### src/rtl/noc_pkg.sv
// Shared types and constants for the NoC local endpoint: flit layout, TX FSM states,
// and a helper that packs a host request into a single-flit packet.
package noc_pkg;

    localparam int FLIT_W    = 16;
    localparam int COORD_W   = 4;
    localparam int PAYLOAD_W = 8;
    localparam int DBG_CNT_W = 8;

    typedef struct packed {
        logic [PAYLOAD_W-1:0] payload;
        logic [COORD_W-1:0]   dest_x;
        logic [COORD_W-1:0]   dest_y;
    } flit_t;

    typedef enum logic [0:0] {
        TX_IDLE        = 1'b0,
        TX_WAIT_CREDIT = 1'b1
    } ep_tx_state_t;

    function automatic flit_t make_flit(input logic [COORD_W-1:0]   x,
                                        input logic [COORD_W-1:0]   y,
                                        input logic [PAYLOAD_W-1:0] p);
        flit_t f;
        f.payload = p;
        f.dest_x  = x;
        f.dest_y  = y;
        return f;
    endfunction

endpackage

### src/rtl/noc_local_endpoint_if.sv
// Bundle of router-side, host-side and debug signals of the NoC local endpoint.
// The slave modport is the endpoint; the master modport is the router plus host around it.
interface noc_local_endpoint_if;
    import noc_pkg::*;

    // Host TX: a request transfers on a cycle where tx_valid_i && tx_ready_o; the host must
    // hold valid and fields stable until then. Host RX: rx_valid_o && rx_ready_i pops the head.
    // Router side has no backpressure: net_valid_* are single-cycle strobes governed by
    // one-cycle net_credit_* pulses, one credit per flit.
    logic [FLIT_W-1:0]    net_data_o;
    logic                 net_valid_o;
    logic                 net_credit_i;
    logic [FLIT_W-1:0]    net_data_i;
    logic                 net_valid_i;
    logic                 net_credit_o;
    logic                 tx_valid_i;
    logic                 tx_ready_o;
    logic [COORD_W-1:0]   tx_dest_x_i;
    logic [COORD_W-1:0]   tx_dest_y_i;
    logic [PAYLOAD_W-1:0] tx_payload_i;
    logic                 rx_valid_o;
    logic                 rx_ready_i;
    logic [PAYLOAD_W-1:0] rx_payload_o;
    logic                 err_o;
    ep_tx_state_t         tx_state_o;
    logic [DBG_CNT_W-1:0] credit_cnt_o;

    modport slave (
        output net_data_o, net_valid_o, net_credit_o,
        input  net_credit_i, net_data_i, net_valid_i,
        input  tx_valid_i, tx_dest_x_i, tx_dest_y_i, tx_payload_i,
        output tx_ready_o,
        output rx_valid_o, rx_payload_o,
        input  rx_ready_i,
        output err_o, tx_state_o, credit_cnt_o
    );

    modport master (
        input  net_data_o, net_valid_o, net_credit_o,
        output net_credit_i, net_data_i, net_valid_i,
        output tx_valid_i, tx_dest_x_i, tx_dest_y_i, tx_payload_i,
        input  tx_ready_o,
        input  rx_valid_o, rx_payload_o,
        output rx_ready_i,
        input  err_o, tx_state_o, credit_cnt_o
    );

endinterface

### src/rtl/noc_sync_fifo.sv
// Single-clock FIFO with wrap-bit pointers; DEPTH must be a power of two.
// A push while full is accepted only when a pop happens in the same cycle.
module noc_sync_fifo #(
    parameter int WIDTH = 16,
    parameter int DEPTH = 4
) (
    input  logic             clk,
    input  logic             rst,
    input  logic             push_i,
    input  logic [WIDTH-1:0] data_i,
    input  logic             pop_i,
    output logic [WIDTH-1:0] data_o,
    output logic             full_o,
    output logic             empty_o
);

    localparam int AW = (DEPTH > 1) ? $clog2(DEPTH) : 1;

    logic [WIDTH-1:0] mem_q [DEPTH];
    logic [AW:0]      wr_ptr_q, wr_ptr_d;
    logic [AW:0]      rd_ptr_q, rd_ptr_d;
    logic             do_push;
    logic             do_pop;

    assign empty_o = (wr_ptr_q == rd_ptr_q);
    assign full_o  = (wr_ptr_q[AW] != rd_ptr_q[AW]) &&
                     (wr_ptr_q[AW-1:0] == rd_ptr_q[AW-1:0]);
    assign do_pop  = pop_i && !empty_o;
    assign do_push = push_i && (!full_o || do_pop);
    assign data_o  = mem_q[rd_ptr_q[AW-1:0]];

    always_comb begin
        wr_ptr_d = wr_ptr_q;
        rd_ptr_d = rd_ptr_q;
        if (do_push) wr_ptr_d = wr_ptr_q + {{AW{1'b0}}, 1'b1};
        if (do_pop)  rd_ptr_d = rd_ptr_q + {{AW{1'b0}}, 1'b1};
    end

    always_ff @(posedge clk) begin
        if (rst) begin
            wr_ptr_q <= '0;
            rd_ptr_q <= '0;
        end else begin
            wr_ptr_q <= wr_ptr_d;
            rd_ptr_q <= rd_ptr_d;
        end
    end

    // Storage is not reset: the pointers alone define which entries are valid.
    always_ff @(posedge clk) begin
        if (do_push) mem_q[wr_ptr_q[AW-1:0]] <= data_i;
    end

endmodule

### src/rtl/noc_local_endpoint.sv
// Endpoint between a processing element and a router's local port: credit-controlled
// single-flit injection and buffered ejection. Optional macro: NOC_EP_DEST_CHECK_EN.
module noc_local_endpoint
    import noc_pkg::*;
#(
    parameter int XCOORD   = 1111,
    parameter int YCOORD   = 1111,
    parameter int TX_DEPTH = 4,
    parameter int RX_DEPTH = 4,
    parameter int CREDITS  = 4
) (
    input logic                 clk,
    input logic                 rst,
    noc_local_endpoint_if.slave bus
);

    localparam int              CW        = $clog2(CREDITS + 1);
    localparam logic [CW-1:0]   CREDITS_C = CW'(CREDITS);
    localparam int              OW        = $clog2(RX_DEPTH + 3);

    // ---------------- TX path ----------------
    ep_tx_state_t          state_q, state_d;
    logic [CW-1:0]         credit_q, credit_d;
    logic                  cred_ovf;
    logic [FLIT_W-1:0]     net_data_q;
    logic                  net_valid_q;
    logic                  tx_fire;
    logic                  tx_full, tx_empty;
    logic                  tx_push, tx_pop;
    logic                  have_req;
    logic                  send;
    flit_t                 req_flit, tx_head, send_flit;
    logic [FLIT_W-1:0]     tx_head_raw;

    assign bus.tx_ready_o = !tx_full;
    assign tx_fire        = bus.tx_valid_i && !tx_full;
    assign req_flit       = make_flit(bus.tx_dest_x_i, bus.tx_dest_y_i, bus.tx_payload_i);
    assign tx_head        = flit_t'(tx_head_raw);
    assign have_req       = !tx_empty || tx_fire;

    // An empty FIFO lets a fresh request go straight to the output register,
    // giving one-cycle push-to-strobe latency; otherwise the head goes first.
    assign send_flit = tx_empty ? req_flit : tx_head;
    assign tx_pop    = send && !tx_empty;
    assign tx_push   = tx_fire && !(send && tx_empty);

    noc_sync_fifo #(.WIDTH(FLIT_W), .DEPTH(TX_DEPTH)) u_tx_fifo (
        .clk     (clk),
        .rst     (rst),
        .push_i  (tx_push),
        .data_i  (req_flit),
        .pop_i   (tx_pop),
        .data_o  (tx_head_raw),
        .full_o  (tx_full),
        .empty_o (tx_empty)
    );

    always_ff @(posedge clk) begin
        if (rst) state_q <= TX_IDLE;
        else     state_q <= state_d;
    end

    always_comb begin
        state_d = state_q;
        case (state_q)
            TX_IDLE:        if (have_req && credit_q == '0) state_d = TX_WAIT_CREDIT;
            TX_WAIT_CREDIT: if (send) state_d = TX_IDLE;
            default:        state_d = TX_IDLE;
        endcase
    end

    // A credit arriving while waiting is spent immediately on the head flit.
    always_comb begin
        send = 1'b0;
        case (state_q)
            TX_IDLE:        send = have_req && (credit_q != '0);
            TX_WAIT_CREDIT: send = !tx_empty && ((credit_q != '0) || bus.net_credit_i);
            default:        send = 1'b0;
        endcase
    end

    always_comb begin
        credit_d = credit_q;
        cred_ovf = 1'b0;
        case ({send, bus.net_credit_i})
            2'b10:   credit_d = credit_q - {{(CW-1){1'b0}}, 1'b1};
            2'b01: begin
                if (credit_q == CREDITS_C) cred_ovf = 1'b1;
                else                       credit_d = credit_q + {{(CW-1){1'b0}}, 1'b1};
            end
            default: credit_d = credit_q;
        endcase
    end

    always_ff @(posedge clk) begin
        if (rst) begin
            credit_q    <= CREDITS_C;
            net_valid_q <= 1'b0;
            net_data_q  <= '0;
        end else begin
            credit_q    <= credit_d;
            net_valid_q <= send;
            if (send) net_data_q <= send_flit;
        end
    end

    assign bus.net_valid_o  = net_valid_q;
    assign bus.net_data_o   = net_data_q;
    assign bus.tx_state_o   = state_q;
    assign bus.credit_cnt_o = DBG_CNT_W'(credit_q);

    // ---------------- RX path ----------------
    logic                 dest_ok;
    logic                 rx_wr, rx_pop, rx_ovf, rx_drop;
    logic                 rx_full, rx_empty;
    logic [PAYLOAD_W-1:0] rx_head;
    logic [OW-1:0]        owed_q, owed_d, owed_now;
    logic                 net_credit_q, net_credit_d;
    logic                 err_q, err_d;

`ifdef NOC_EP_DEST_CHECK_EN
    localparam logic [COORD_W-1:0] MY_X = COORD_W'(XCOORD);
    localparam logic [COORD_W-1:0] MY_Y = COORD_W'(YCOORD);
    flit_t rx_flit;
    assign rx_flit = flit_t'(bus.net_data_i);
    assign dest_ok = (rx_flit.dest_x == MY_X) && (rx_flit.dest_y == MY_Y);
`else
    assign dest_ok = 1'b1;
`endif

    assign rx_wr   = bus.net_valid_i && dest_ok;
    assign rx_drop = bus.net_valid_i && !dest_ok;
    assign rx_pop  = !rx_empty && bus.rx_ready_i;
    assign rx_ovf  = rx_wr && rx_full && !rx_pop;

    // Destination coordinates are already resolved on arrival, so only the payload is kept.
    noc_sync_fifo #(.WIDTH(PAYLOAD_W), .DEPTH(RX_DEPTH)) u_rx_fifo (
        .clk     (clk),
        .rst     (rst),
        .push_i  (rx_wr),
        .data_i  (bus.net_data_i[FLIT_W-1:FLIT_W-PAYLOAD_W]),
        .pop_i   (rx_pop),
        .data_o  (rx_head),
        .full_o  (rx_full),
        .empty_o (rx_empty)
    );

    // A pop and a misdirected-flit drop in one cycle owe two credits; the second
    // is carried over so every freed slot is eventually returned as one pulse.
    always_comb begin
        owed_now     = owed_q + OW'(rx_pop) + OW'(rx_drop);
        net_credit_d = (owed_now != '0);
        owed_d       = owed_now - OW'(net_credit_d);
        err_d        = err_q | cred_ovf | rx_ovf | rx_drop;
    end

    always_ff @(posedge clk) begin
        if (rst) begin
            owed_q       <= '0;
            net_credit_q <= 1'b0;
            err_q        <= 1'b0;
        end else begin
            owed_q       <= owed_d;
            net_credit_q <= net_credit_d;
            err_q        <= err_d;
        end
    end

    assign bus.net_credit_o = net_credit_q;
    assign bus.rx_valid_o   = !rx_empty;
    assign bus.rx_payload_o = rx_empty ? '0 : rx_head;
    assign bus.err_o        = err_q;

endmodule

### src/flat_wrapper.sv
// flat-port wrapper written by rule: the top's interface ports become plain ports
module noc_local_endpoint_flat import noc_pkg::*;
#(
    parameter int XCOORD   = 1111,
    parameter int YCOORD   = 1111,
    parameter int TX_DEPTH = 4,
    parameter int RX_DEPTH = 4,
    parameter int CREDITS  = 4
)
  (clk, rst, bus_net_data_o, bus_net_valid_o, bus_net_credit_o, bus_net_credit_i, bus_net_data_i, bus_net_valid_i, bus_tx_valid_i, bus_tx_dest_x_i, bus_tx_dest_y_i, bus_tx_payload_i, bus_tx_ready_o, bus_rx_valid_o, bus_rx_payload_o, bus_rx_ready_i, bus_err_o, bus_tx_state_o, bus_credit_cnt_o);
  noc_local_endpoint_if bus_i ();
  input logic clk;
  input logic rst;
  output wire logic [$bits(bus_i.net_data_o)-1:0] bus_net_data_o;
  output wire logic [$bits(bus_i.net_valid_o)-1:0] bus_net_valid_o;
  output wire logic [$bits(bus_i.net_credit_o)-1:0] bus_net_credit_o;
  input wire logic [$bits(bus_i.net_credit_i)-1:0] bus_net_credit_i;
  input wire logic [$bits(bus_i.net_data_i)-1:0] bus_net_data_i;
  input wire logic [$bits(bus_i.net_valid_i)-1:0] bus_net_valid_i;
  input wire logic [$bits(bus_i.tx_valid_i)-1:0] bus_tx_valid_i;
  input wire logic [$bits(bus_i.tx_dest_x_i)-1:0] bus_tx_dest_x_i;
  input wire logic [$bits(bus_i.tx_dest_y_i)-1:0] bus_tx_dest_y_i;
  input wire logic [$bits(bus_i.tx_payload_i)-1:0] bus_tx_payload_i;
  output wire logic [$bits(bus_i.tx_ready_o)-1:0] bus_tx_ready_o;
  output wire logic [$bits(bus_i.rx_valid_o)-1:0] bus_rx_valid_o;
  output wire logic [$bits(bus_i.rx_payload_o)-1:0] bus_rx_payload_o;
  input wire logic [$bits(bus_i.rx_ready_i)-1:0] bus_rx_ready_i;
  output wire logic [$bits(bus_i.err_o)-1:0] bus_err_o;
  output wire logic [$bits(bus_i.tx_state_o)-1:0] bus_tx_state_o;
  output wire logic [$bits(bus_i.credit_cnt_o)-1:0] bus_credit_cnt_o;
  assign bus_net_data_o = bus_i.net_data_o;
  assign bus_net_valid_o = bus_i.net_valid_o;
  assign bus_net_credit_o = bus_i.net_credit_o;
  assign bus_i.net_credit_i = bus_net_credit_i;
  assign bus_i.net_data_i = bus_net_data_i;
  assign bus_i.net_valid_i = bus_net_valid_i;
  assign bus_i.tx_valid_i = bus_tx_valid_i;
  assign bus_i.tx_dest_x_i = bus_tx_dest_x_i;
  assign bus_i.tx_dest_y_i = bus_tx_dest_y_i;
  assign bus_i.tx_payload_i = bus_tx_payload_i;
  assign bus_tx_ready_o = bus_i.tx_ready_o;
  assign bus_rx_valid_o = bus_i.rx_valid_o;
  assign bus_rx_payload_o = bus_i.rx_payload_o;
  assign bus_i.rx_ready_i = bus_rx_ready_i;
  assign bus_err_o = bus_i.err_o;
  assign bus_tx_state_o = bus_i.tx_state_o;
  assign bus_credit_cnt_o = bus_i.credit_cnt_o;
  noc_local_endpoint #(.XCOORD(XCOORD), .YCOORD(YCOORD), .TX_DEPTH(TX_DEPTH), .RX_DEPTH(RX_DEPTH), .CREDITS(CREDITS)) u_core (.clk(clk), .rst(rst), .bus(bus_i));
endmodule
### config.mk
export PLATFORM = sky130hd
export DESIGN_NAME = noc_local_endpoint_flat
export DESIGN_NICKNAME = d
export VERILOG_FILES = /design/src/rtl/noc_pkg.sv /design/src/rtl/noc_local_endpoint_if.sv /design/src/rtl/noc_sync_fifo.sv /design/src/rtl/noc_local_endpoint.sv /design/src/flat_wrapper.sv
export SDC_FILE = /design/constraint.sdc
export NUM_CORES = 1
export LEC_CHECK = 0
export BUFFER_PORTS_ARGS = -buffer_cell sky130_fd_sc_hd__buf_2
export CAP_MARGIN = 20
export CELL_PAD_IN_SITES_DETAIL_PLACEMENT = 0
export CELL_PAD_IN_SITES_GLOBAL_PLACEMENT = 1
export CORE_AREA = 3 3 117 119
export CTS_BUF_LIST = sky130_fd_sc_hd__clkbuf_4 sky130_fd_sc_hd__clkbuf_8
export DETAILED_ROUTE_END_ITERATION = 6
export DIE_AREA = 0 0 120 122
export GPL_TIMING_DRIVEN = 0
export PLACE_DENSITY = 0.84
export REMOVE_ABC_BUFFERS = 1
export SLEW_MARGIN = 40
export SYNTH_ARGS = -nofsm -noshare
export SYNTH_HDL_FRONTEND = slang
export SYNTH_SLANG_ARGS = --single-unit
### constraint.sdc
create_clock -name clk -period 2.2 [get_ports clk]
set_clock_uncertainty 0.1 [all_clocks]
set_input_delay 0 -clock clk [delete_from_list [all_inputs] [get_ports clk]]
set_output_delay 0 -clock clk [all_outputs]
set_load 0.02 [all_outputs]
==> impl_metrics.toml, run 1 <==
[status]
status = "finished, violations left"
failed_checks = "hold timing, setup timing"

[timing]
hold-worst-slack_ns = -0.0951
fin_crit_ns = 2.36
report.final.setup_viol = 2
worst_slew_pin_slew_ns = 0.598
setup_repair_after_global_routing_missed_its_margin = "true"
slew_viols_final = 0
layout_setup_ws_ns = -0.155
maximum_clock_rate_mhz = 425
period_share = 1.07
timing.setup.tns_ns = -0.256
report.final.hold_viol_count = 22
max_slew_margin = 0.602

[power]
vdd.ir_drop.worst_mv = 0.642
final_total_pwr_uw = 9230
switching_fraction = 0.345
pwr-share-seq = 0.401
power-per-cell-area_nw_per_um2 = 1280
power.leakage_uw = 0.00270
power.share.combinational = 0.395
p_switching_uw = 3190
internal_power_uw = 6050
p_clk_frac = 0.203

[worst_setup_path]
crit_path_max_fanout = 2
ff2ff_setup_slack_ns = -0.16
timing_worst_setup_path_type = "reg -> reg"
end_kind = "flop"
worst-r2r-cell-count = 12
startpoint_type = "flop"
r2r_start = "u_core.u_rx_fifo.rd_ptr_q[1]$_SDFFE_PP0P_"
rr_endpoint = "u_core.owed_q[2]$_SDFF_PP0_"
critPathRequiredTime_ns = 2.40
timing.critical_path.arrival_ns = 2.55

[route]
ant_nets = 0
route.vias.total = 3389
detail_route.wirelength.met1_um = 4610
route.detailed.wl_per_inst_um = 16.7
route.detailed.vias_per_inst = 5.05
wl_um = 11200
met2WireLength_um = 6020
dr_wl_met3_um = 505
detail_route.iter0.violations = 214
drc_errors = 0
drtPass1Iterations = 5
highest-signal-layer = "met4"

[final_layout]
fillers = 1040
antenna_cells = 0
fraction_of_final_layout_cells_sized_beyond_drive_strength_1 = 0.377
final_cells = 671
synth_to_final_area_change_pct = 27.3
layout.nets = 539

[cts]
cts.htree.levels = 4
cts_inserted_buffers = 17
cts_tree = "yes"
cts-root-buf = "sky130_fd_sc_hd__clkbuf_8"
reg_clk_slew_reported_paths_ns = 0.07
clkLatencyLatePin_ns = 0.43
cts.sink_count = 138
cts.path.max_buffers = 2

[placed_design]
dpl.hpwl_um = 6500
numPortBuffers = 62
gpl.final_weighted_congestion = 0.732
placed_cells_incl_taps = 584

[hold_path]
worst_hold_path.endpoint = "u_core.owed_q[0]$_SDFF_PP0_"
min-delay-path-class = "in -> reg"
hold_path_depth = 2
holdCritStartpoint = "rst"

[synthesis]
synth_largest_type_area_fraction = 0.508
yosysSeqAreaShare = 0.656
synth.largest_area_cell = "sky130_fd_sc_hd__edfxtp_1"
synth_edf_count = 96
postSynth.asyncResetShare = 0
syn_area_um2 = 5670
netlist-cell-type-count = 43
ys_top_cells_by_area = "sky130_fd_sc_hd__edfxtp_1 (51%), sky130_fd_sc_hd__dfxtp_1 (15%), sky130_fd_sc_hd__mux4_2 (9.5%)"
syn-mean-instance-area_um2 = 15.4
ys.warnings.count = 0
synthCells = 368
flip_flop_and_latch_count_after_synthesis = 138
yosys_most_used_dff = "sky130_fd_sc_hd__edfxtp_1"

[global_routing]
grt_pass1_vias = 3542
global_route_congestion_overflow_total = 0
grt_max_degree = 42
first_pass_grt_wire_length_um = 18100
antenna_found_initial = 0
grt_use_total = 0.163

[die]
rows = 41
design.die.area_um2 = 14600
die-width_um = 120
ioPinCount = 76
start_util = 0.448
fp.coreArea_um2 = 12700
die_h_um = 122

[run]
max_cap_viol_count = 0
## repair_timing
| item | CTS | global route |
|---|---|---|
| hold buffers | 30 | 4 |
| hold endpoints to repair | 123 | 23 |
| setup endpoints to repair | 74 | 83 |
| pin swaps | 14 | 9 |
| resized for setup | 43 | 21 |
| cloned | 0 | 1 |
| buffers inserted | 16 | 8 |
## kinds of logic (layout without fill, tap and decap cells)
group,after synthesis,count (layout),share of synthesized area
DFF,138,138,0.656
and+or+nand+nor,78,79,0.0662
xor gates and xnor gates,20,20,0.0348
muxes,45,45,0.132
AOI/OAI and AO/OA,34,34,0.0452
buffers and inverters,37,163,0.0302
adders and majority gates,15,15,0.0344
other,1,5,0.000661
## cell usage after synthesis (all sizes together), types with 2 or more instances
master  count
edfxtp     96
dfxtp      42
nor2       41
mux4       24
mux2i      21
a211oi     16
inv        15
ha         14
buf        13
and2       12
xnor2      11
clkbuf      9
xor2        9
nand3       5
a21oi       4
nand2       4
nor3        4
nor2b       3
o21ai       3
a21o        2
nand2b      2
or3         2
or4         2
## area by class of cell
class / count / area, um2 / area share
clock buffers: 23 / 292 / 0.0403
clock inverters: 9 / 72.6 / 0.0100
inverters: 15 / 56.3 / 0.00779
multi-input cells: 198 / 2020 / 0.279
flip-flops and latches: 138 / 3760 / 0.521
well taps: 172 / 215 / 0.0298
repair buffers: 116 / 808 / 0.112
## flip-flops by register name (all words and copies together), names as in the netlist, 3 cells and up, named ones only
| register | cells |
|---|---|
| u_core.owed_q | 3 |
| u_core.u_rx_fifo.wr_ptr_q | 3 |
| u_core.u_tx_fifo.rd_ptr_q | 3 |
| u_core.u_rx_fifo.mem_q | 32 |
| u_core.bus.net_data_o | 16 |
| u_core.u_tx_fifo.mem_q | 64 |
| u_core.u_rx_fifo.rd_ptr_q | 3 |
| u_core.credit_q | 3 |
| u_core.u_tx_fifo.wr_ptr_q | 3 |
## per-stage QoR
step	worst slack, ns	cell area (um2)	util
floorplan	-0.593	5570	-
global placement	-0.816	6100	0.481
detailed placement	-0.846	6110	0.482
CTS	-0.181	7030	0.555
global route	-0.213	7230	0.570
finish	-0.155	7230	0.570
## layout by cell type, fill, tap and decap left out, types with 9 or more instances in the layout
cell type and count:
sky130_fd_sc_hd__dfxtp_1 25, sky130_fd_sc_hd__clkbuf_8 19, sky130_fd_sc_hd__buf_4 23, sky130_fd_sc_hd__edfxtp_1 96, sky130_fd_sc_hd__buf_2 59, sky130_fd_sc_hd__nor2_1 37
sky130_fd_sc_hd__mux2i_1 21, sky130_fd_sc_hd__inv_1 14, sky130_fd_sc_hd__dfxtp_2 9, sky130_fd_sc_hd__dlygate4sd3_1 34, sky130_fd_sc_hd__a211oi_1 16, sky130_fd_sc_hd__mux4_2 24
sky130_fd_sc_hd__ha_1 10
## worst max-delay path, stage by stage, from the launching register on
cell                      delay, ns
sky130_fd_sc_hd__dfxtp_4       0.36
sky130_fd_sc_hd__xnor2_4       0.19
sky130_fd_sc_hd__nand3_2       0.12
sky130_fd_sc_hd__nand2_2       0.08
sky130_fd_sc_hd__inv_2         0.04
sky130_fd_sc_hd__ha_4          0.15
sky130_fd_sc_hd__ha_4          0.15
sky130_fd_sc_hd__xor2_2        0.16
sky130_fd_sc_hd__or3_4         0.36
sky130_fd_sc_hd__ha_4          0.17
sky130_fd_sc_hd__ha_4          0.15
sky130_fd_sc_hd__xnor2_2       0.11
sky130_fd_sc_hd__nor2_1        0.06
## worst max-delay path by stage
stage / from / end / cells past startpoint
2_1_floorplan: u_core.u_rx_fifo.wr_ptr_q[1]$_SDFFE_PP0P_ / u_core.owed_q[2]$_SDFF_PP0_ / 12
3_3_place_gp: u_core.u_rx_fifo.wr_ptr_q[1]$_SDFFE_PP0P_ / u_core.owed_q[2]$_SDFF_PP0_ / 12
3_5_place_dp: u_core.u_rx_fifo.wr_ptr_q[1]$_SDFFE_PP0P_ / u_core.owed_q[2]$_SDFF_PP0_ / 12
4_1_cts: u_core.u_rx_fifo.wr_ptr_q[2]$_SDFFE_PP0P_ / u_core.owed_q[2]$_SDFF_PP0_ / 12
5_1_grt: u_core.u_rx_fifo.rd_ptr_q[1]$_SDFFE_PP0P_ / u_core.owed_q[2]$_SDFF_PP0_ / 12
6_report: u_core.u_rx_fifo.rd_ptr_q[1]$_SDFFE_PP0P_ / u_core.owed_q[2]$_SDFF_PP0_ / 12
## power by group through the flow
stage | Sequential, uW | Clock [uW] | Combinational [uW]
finish | 3710 | 1880 | 3650
global route | 3780 | 2060 | 4020
CTS | 3700 | 1930 | 3420
detailed placement | 3730 | 0 | 3040
global placement | 3700 | 0 | 2970
floorplan | 3830 | 0 | 2040
## per-layer routing
layer  global-route usage  vias to the layer above
li1                     -                     1599
met1                0.193                     1691
met2                0.282                       87
met3               0.0427                       12
met4               0.0673                        0
met5                    0                        -
Power figures use the tool's default switching activity.
==> inputs of run 2 (changes only) <==
Settings changed: CAP_MARGIN 20 to unset, CORE_AREA 3 3 117 119 to 3 3 120 122, DIE_AREA 0 0 120 122 to 0 0 123 125, PLACE_DENSITY 0.84 to unset, PLACE_DENSITY_LB_ADDON set to 0.25, SYNTH_HIERARCHICAL set to 1.
==> run 2 against run 1 <==
Net effect:
- the run ends with setup timing left
- sequential share of layout area is 4.5 points lower
- via count is 4.5% higher
- combinational power is 17% higher
- sequential power hardly changed
- worst hold slack better by 0.15 ns
- first-iteration DRC count is 30% lower
- routed wire length is 4.2% higher
- design area is 9.5% higher
- synthesized area is 5.8% higher
- cell count is 6.1% higher
- critical path depth is 1 lower
- register-to-register slack worse by 0.08 ns
==> impl_metrics.toml, run 2 <==
[global_routing]
first_pass_grt_wire_length_um = 18500
grt_use_total = 0.159
antenna_found_initial = 0
grt_pass1_vias = 3602
global_route_congestion_overflow_total = 0
grt_max_degree = 56

[route]
ant_nets = 0
route.detailed.vias_per_inst = 4.98
detail_route.iter0.violations = 149
wl_um = 11700
drtPass1Iterations = 4
route.vias.total = 3543
drc_errors = 0
route.detailed.wl_per_inst_um = 16.4

[die]
design.die.area_um2 = 15400
ioPinCount = 76
start_util = 0.451
die_h_um = 125
die-width_um = 123
rows = 42
fp.coreArea_um2 = 13300

[status]
status = "finished, violations left"
failed_checks = "setup timing"

[run]
max_cap_viol_count = 0

[synthesis]
synth.largest_area_cell = "sky130_fd_sc_hd__edfxtp_1"
postSynth.asyncResetShare = 0
synth_edf_count = 96
synthCells = 388
yosys_most_used_dff = "sky130_fd_sc_hd__edfxtp_1"
syn-mean-instance-area_um2 = 15.5
flip_flop_and_latch_count_after_synthesis = 138
ys_top_cells_by_area = "sky130_fd_sc_hd__edfxtp_1 (48%), sky130_fd_sc_hd__dfxtp_1 (14%), sky130_fd_sc_hd__mux4_2 (9.0%)"
yosysSeqAreaShare = 0.620
netlist-cell-type-count = 45
syn_area_um2 = 6000
post-synth-top-count-cell = "sky130_fd_sc_hd__edfxtp_1"
post_synth_most_frequent_cells = "sky130_fd_sc_hd__edfxtp_1 (96), sky130_fd_sc_hd__dfxtp_1 (42), sky130_fd_sc_hd__nor2_1 (40)"
synth_largest_type_area_fraction = 0.480
ys.warnings.count = 6

[final_layout]
multi_input_area_um2 = 2410
final_design_instance_area_without_fill_um2 = 7910
synth_to_final_area_change_pct = 31.8
fraction_of_final_layout_cells_sized_beyond_drive_strength_1 = 0.442
antenna_cells = 0
most_common_cell_after_layout_fill_and_taps_aside = "sky130_fd_sc_hd__edfxtp_1"
final_cell_mix = "sky130_fd_sc_hd__edfxtp_1 (96), sky130_fd_sc_hd__buf_2 (61), sky130_fd_sc_hd__nor2_1 (36)"
layout.nets = 576
regArea_um2 = 3760
largest_reg_flops = 64
fillers = 1042

[power]
power.leakage_uw = 0.00296
power-per-cell-area_nw_per_um2 = 1270
vdd.ir_drop.worst_mv = 0.635

[timing]
report.final.setup_viol = 70
slew_viols_final = 0
max_slew_margin = 0.566
fin_crit_ns = 2.43
maximum_clock_rate_mhz = 411
period_share = 1.11
timing.setup.tns_ns = -13.48
report.final.hold_viol_count = 0
layout_setup_ws_ns = -0.232
worst_slew_pin_slew_ns = 0.651
setup_repair_after_global_routing_missed_its_margin = "true"

[worst_setup_path]
critPathRequiredTime_ns = 2.24
end_kind = "flop"
timing.critical_path.arrival_ns = 2.48
crit_path_max_fanout = 7
startpoint_type = "flop"
timing_worst_setup_path_type = "reg -> reg"

[cts]
cts.path.max_buffers = 2
cts.sink_count = 138
cts_inserted_buffers = 17
reg_clk_slew_reported_paths_ns = 0.07
clkLatencyLatePin_ns = 0.43
cts.htree.levels = 4
cts_tree = "yes"
cts-root-buf = "sky130_fd_sc_hd__clkbuf_8"

[placed_design]
numPortBuffers = 62
dpl.hpwl_um = 6820
gpl.final_weighted_congestion = 0.731
placedInstanceArea_um2 = 6490

[hold_path]
min-delay-path-class = "in -> reg"
## run 2: cell type report
| type | count | area share |
|---|---|---|
| multi-input cells | 216 | 0.305 |
| inverters | 16 | 0.00807 |
| flip-flops and latches | 138 | 0.476 |
| repair buffers | 134 | 0.133 |
| clock inverters | 8 | 0.0152 |
| well taps | 176 | 0.0278 |
| clock buffers | 24 | 0.0362 |
## run 2: metal layers
layer  global-route usage  vias to the layer above  wire length (um)  part of all wire
met5                    0                        -                 0                 0
met4               0.0612                        0               183             0.016
met3               0.0420                       13               385             0.033
met2                0.280                       56              6330              0.54
met1                0.182                     1759              4810              0.41
li1                     -                     1715                 -                 -
## run 2: timing repair
item	CTS	global route
endpoints found under the hold margin	132	0
pin swaps	23	16
endpoints found under the setup margin	144	112
gates resized for setup	63	15
setup buffers	28	12
gates cloned	1	1
hold buffers	29	0
## run 2: path summary, 6_finish.rpt
check	end	depth (start not counted)	start	slack, ns
max reg2reg	u_core/u_tx_fifo/mem_q[1][6]$_DFFE_PP_	11	u_core/u_tx_fifo/wr_ptr_q[0]$_SDFFE_PP0P_	-0.23
min reg2reg	u_core/bus.net_data_o[1]$_SDFFE_PP0N_	2	u_core/bus.net_data_o[1]$_SDFFE_PP0N_	0.41
min	u_core/bus.net_valid_o$_SDFF_PP0_	4	bus_net_credit_i	0.06
max	u_core/u_tx_fifo/mem_q[1][6]$_DFFE_PP_	11	u_core/u_tx_fifo/wr_ptr_q[0]$_SDFFE_PP0P_	-0.23
## run 2: kinds of logic (layout without fill, tap and decap cells)
family / after synthesis / count (layout) / share of synthesized area
buf+inv: 39 / 182 / 0.0327
fa+ha+maj: 15 / 15 / 0.0325
mux: 54 / 54 / 0.144
xor+xnor: 11 / 11 / 0.0236
compound gates: 36 / 36 / 0.0663
simple gates: 94 / 95 / 0.0798
flops: 138 / 138 / 0.620
other cells: 1 / 5 / 0.000625
## run 2: power by group
group / leakage (uW) / total [uW] / internal, uW / switching [uW]
Sequential: 0.00123 / 3700 / 3320 / 379
Combinational: 0.00151 / 4270 / 2140 / 2130
Clock: 0.000211 / 2090 / 1210 / 887
Total: 0.00296 / 10100 / 6660 / 3400
## run 2: critical path, stage by stage, from the launching register on
cell	delay, ns
sky130_fd_sc_hd__dfxtp_4	0.36
sky130_fd_sc_hd__xnor2_4	0.18
sky130_fd_sc_hd__nand2_2	0.12
sky130_fd_sc_hd__nor2_4	0.13
sky130_fd_sc_hd__nand2b_4	0.17
sky130_fd_sc_hd__o32ai_4	0.10
sky130_fd_sc_hd__buf_6	0.15
sky130_fd_sc_hd__a21oi_4	0.14
sky130_fd_sc_hd__inv_2	0.06
sky130_fd_sc_hd__a41oi_4	0.25
sky130_fd_sc_hd__and2_4	0.24
sky130_fd_sc_hd__buf_12	0.14
## run 2: per-stage QoR
stage | instances | util | power, uW | worst slack [ns] | hold slack (ns)
after global placement | 607 | 0.482 | 6490 | -4.13 | 0.112
after global routing | 712 | 0.595 | 10700 | -0.323 | 0.0648
after CTS | 700 | 0.581 | 9970 | -0.228 | 0.00823
after detailed placement | 610 | 0.489 | 7070 | -1.36 | 0.123
final | 712 | 0.595 | 10100 | -0.232 | 0.0597
after floorplan | 369 | - | 5980 | -2.20 | -0.0354
==> inputs of run 3 (changes only) <==
Settings changed: BUFFER_PORTS_ARGS -buffer_cell sky130_fd_sc_hd__buf_2 to unset, CORE_AREA 3 3 120 122 to 3 3 114 116, DIE_AREA 0 0 123 125 to 0 0 117 119, DONT_BUFFER_PORTS set to 1.
==> run 3 against run 2 <==
Net effect:
- the flow finishes with violations (hold timing, setup timing)
- register-to-register slack better by 0.11 ns
- global-route usage up 2.5 points
- first-iteration DRC count increased by 37%
- power fell by 3.7%
- cell count decreased by 8.8%
- fmax rose by 4.7%
- flip-flop and latch count did not move
- critical path type unchanged
- largest cell class unchanged
==> impl_metrics.toml, run 3 (synthesis results as in run 2) <==
[die]
die-width_um = 117
fp.coreArea_um2 = 12000
rows = 40
die_h_um = 119
start_util = 0.500
ioPinCount = 76
design.die.area_um2 = 13900

[power]
power.leakage_uw = 0.00275
vdd.ir_drop.worst_mv = 0.636
power-per-cell-area_nw_per_um2 = 1250

[route]
ant_nets = 0
detail_route.iter0.violations = 204
drc_errors = 0
route.detailed.wl_per_inst_um = 18.1
drtPass1Iterations = 4
route.detailed.vias_per_inst = 5.35
route.vias.total = 3470
wl_um = 11800

[global_routing]
first_pass_grt_wire_length_um = 19200
antenna_found_initial = 0
grt_max_degree = 56
grt_use_total = 0.184
global_route_congestion_overflow_total = 0
groute.layer.met3.usage = 0.0549
gr_met2_demand_resource = 0.304
global_routing_s_busiest_layer = "met2"
gr-usage-met1 = 0.225
grt_pass1_vias = 3646

[timing]
period_share = 1.06
report.final.hold_viol_count = 22
report.final.setup_viol = 69
worst_slew_pin_slew_ns = 0.642
setup_repair_after_global_routing_missed_its_margin = "true"
timing.setup.tns_ns = -5.49
slew_viols_final = 0
max_slew_margin = 0.572
hold-worst-slack_ns = -0.469
fin_crit_ns = 2.32
maximum_clock_rate_mhz = 431
layout_setup_ws_ns = -0.122

[worst_setup_path]
worstPathBufferInverterCount = 3
end_kind = "flop"
cp_slowest_cell = "sky130_fd_sc_hd__dfxtp_4"
timing_worst_setup_path_type = "reg -> reg"
critPathRequiredTime_ns = 2.23
crit_path_max_fanout = 8
startpoint_type = "flop"
critPathTopFamily = "compound AO/OA/AOI/OAI gates"
cp_cell_sequence = "xnor2_4, nand2_4, nor2_4, buf_16, o32ai_4, a21oi_2, inv_2, a41oi_4, buf_6, and2_4"
timing.critical_path.slowest_cell_delay_ns = 0.38
timing.critical_path.arrival_ns = 2.36

[final_layout]
final_cell_mix = "sky130_fd_sc_hd__edfxtp_1 (96), sky130_fd_sc_hd__dlygate4sd3_1 (60), sky130_fd_sc_hd__nor2_1 (35)"
most_common_cell_after_layout_fill_and_taps_aside = "sky130_fd_sc_hd__edfxtp_1"
largest_reg_flops = 64
regArea_um2 = 3770
fillers = 859
multi_input_area_um2 = 2420
final_design_instance_area_without_fill_um2 = 7750
fraction_of_final_layout_cells_sized_beyond_drive_strength_1 = 0.351
layout.nets = 542
synth_to_final_area_change_pct = 29.1
antenna_cells = 0

[cts]
cts.htree.levels = 4
cts_inserted_buffers = 17
cts.sink_count = 138
cts.path.max_buffers = 2
cts_tree = "yes"
reg_clk_slew_reported_paths_ns = 0.07
cts-root-buf = "sky130_fd_sc_hd__clkbuf_8"
cts-hold-fix-buffers = 60
clkLatencyLatePin_ns = 0.43

[placed_design]
gpl.final_weighted_congestion = 0.719
numPortBuffers = 0
dpl.hpwl_um = 6560
placedInstanceArea_um2 = 6150

[hold_path]
min-delay-path-class = "in -> reg"

[status]
failed_checks = "hold timing, setup timing"
status = "finished, violations left"

[run]
max_cap_viol_count = 0
[run 3: cell types whose count changed in the layout (fill, tap and decap cells not counted), sizes merged, moves of 2 or more]
cell | before | now
dlygate4sd3 | 29 | 60
clkinv | 3 | 5
buf | 104 | 39
bufinv | 3 | 0
[run 3: cell type report]
| class | count | share of cell area |
|---|---|---|
| sequential | 138 | 0.487 |
| timing repair buffer | 99 | 0.124 |
| clock inverter | 8 | 0.00597 |
| multi-input combinational | 217 | 0.313 |
| clock buffer | 24 | 0.0386 |
| tap | 147 | 0.0237 |
| inverter | 16 | 0.00775 |
[run 3: through the flow]
step           utilization  hold slack (ns)  power (uW)  setup slack (ns)  cells
2_1_floorplan            -          -0.0354        5980             -2.20    369
3_3_place_gp         0.505          -0.0190        6180             -4.19    516
3_5_place_dp         0.512          -0.0206        6840             -1.26    519
4_1_cts              0.637           -0.503        9640            -0.151    642
5_1_grt              0.645           -0.512       10300            -0.250    649
6_report             0.645           -0.469        9690            -0.122    649
[run 3: repair_timing]
action                     CTS  global route
cloned                       3             0
pin swaps                   26            17
buffers inserted            28            10
setup endpoints to repair  146           117
gates resized for setup     69            19
hold endpoints to repair   146            22
[run 3: worst paths after layout]
path	depth (start not counted)	end	slack [ns]	startpoint
setup / recovery	10	u_core/u_tx_fifo/mem_q[2][3]$_DFFE_PP_	-0.12	u_core/u_tx_fifo/rd_ptr_q[0]$_SDFFE_PP0P_
hold / removal	1	u_core/owed_q[2]$_SDFF_PP0_	-0.47	rst
setup reg to reg	10	u_core/u_tx_fifo/mem_q[2][3]$_DFFE_PP_	-0.12	u_core/u_tx_fifo/rd_ptr_q[0]$_SDFFE_PP0P_
hold reg to reg	2	u_core/bus.net_data_o[3]$_SDFFE_PP0N_	0.49	u_core/bus.net_data_o[3]$_SDFFE_PP0N_
[run 3: worst register-to-register path, cell delays in order, from the launching register on]
cell	delay [ns]
sky130_fd_sc_hd__dfxtp_4	0.38
sky130_fd_sc_hd__xnor2_4	0.21
sky130_fd_sc_hd__nand2_4	0.10
sky130_fd_sc_hd__nor2_4	0.15
sky130_fd_sc_hd__buf_16	0.13
sky130_fd_sc_hd__o32ai_4	0.08
sky130_fd_sc_hd__a21oi_2	0.22
sky130_fd_sc_hd__inv_2	0.06
sky130_fd_sc_hd__a41oi_4	0.20
sky130_fd_sc_hd__buf_6	0.16
sky130_fd_sc_hd__and2_4	0.24
[run 3: where the power goes]
| group | switching [uW] | internal (uW) | total, uW |
|---|---|---|---|
| clock | 890 | 888 | 1780 |
| combinational | 1890 | 2090 | 3990 |
| sequential | 605 | 3320 | 3930 |
| total | 3390 | 6300 | 9690 |
[run 3: metal layers]
metal	vias to the layer above	share of wire
met1	1734	0.43
met4	0	0.016
met3	21	0.039
li1	1646	-
met2	69	0.52
met5	-	0
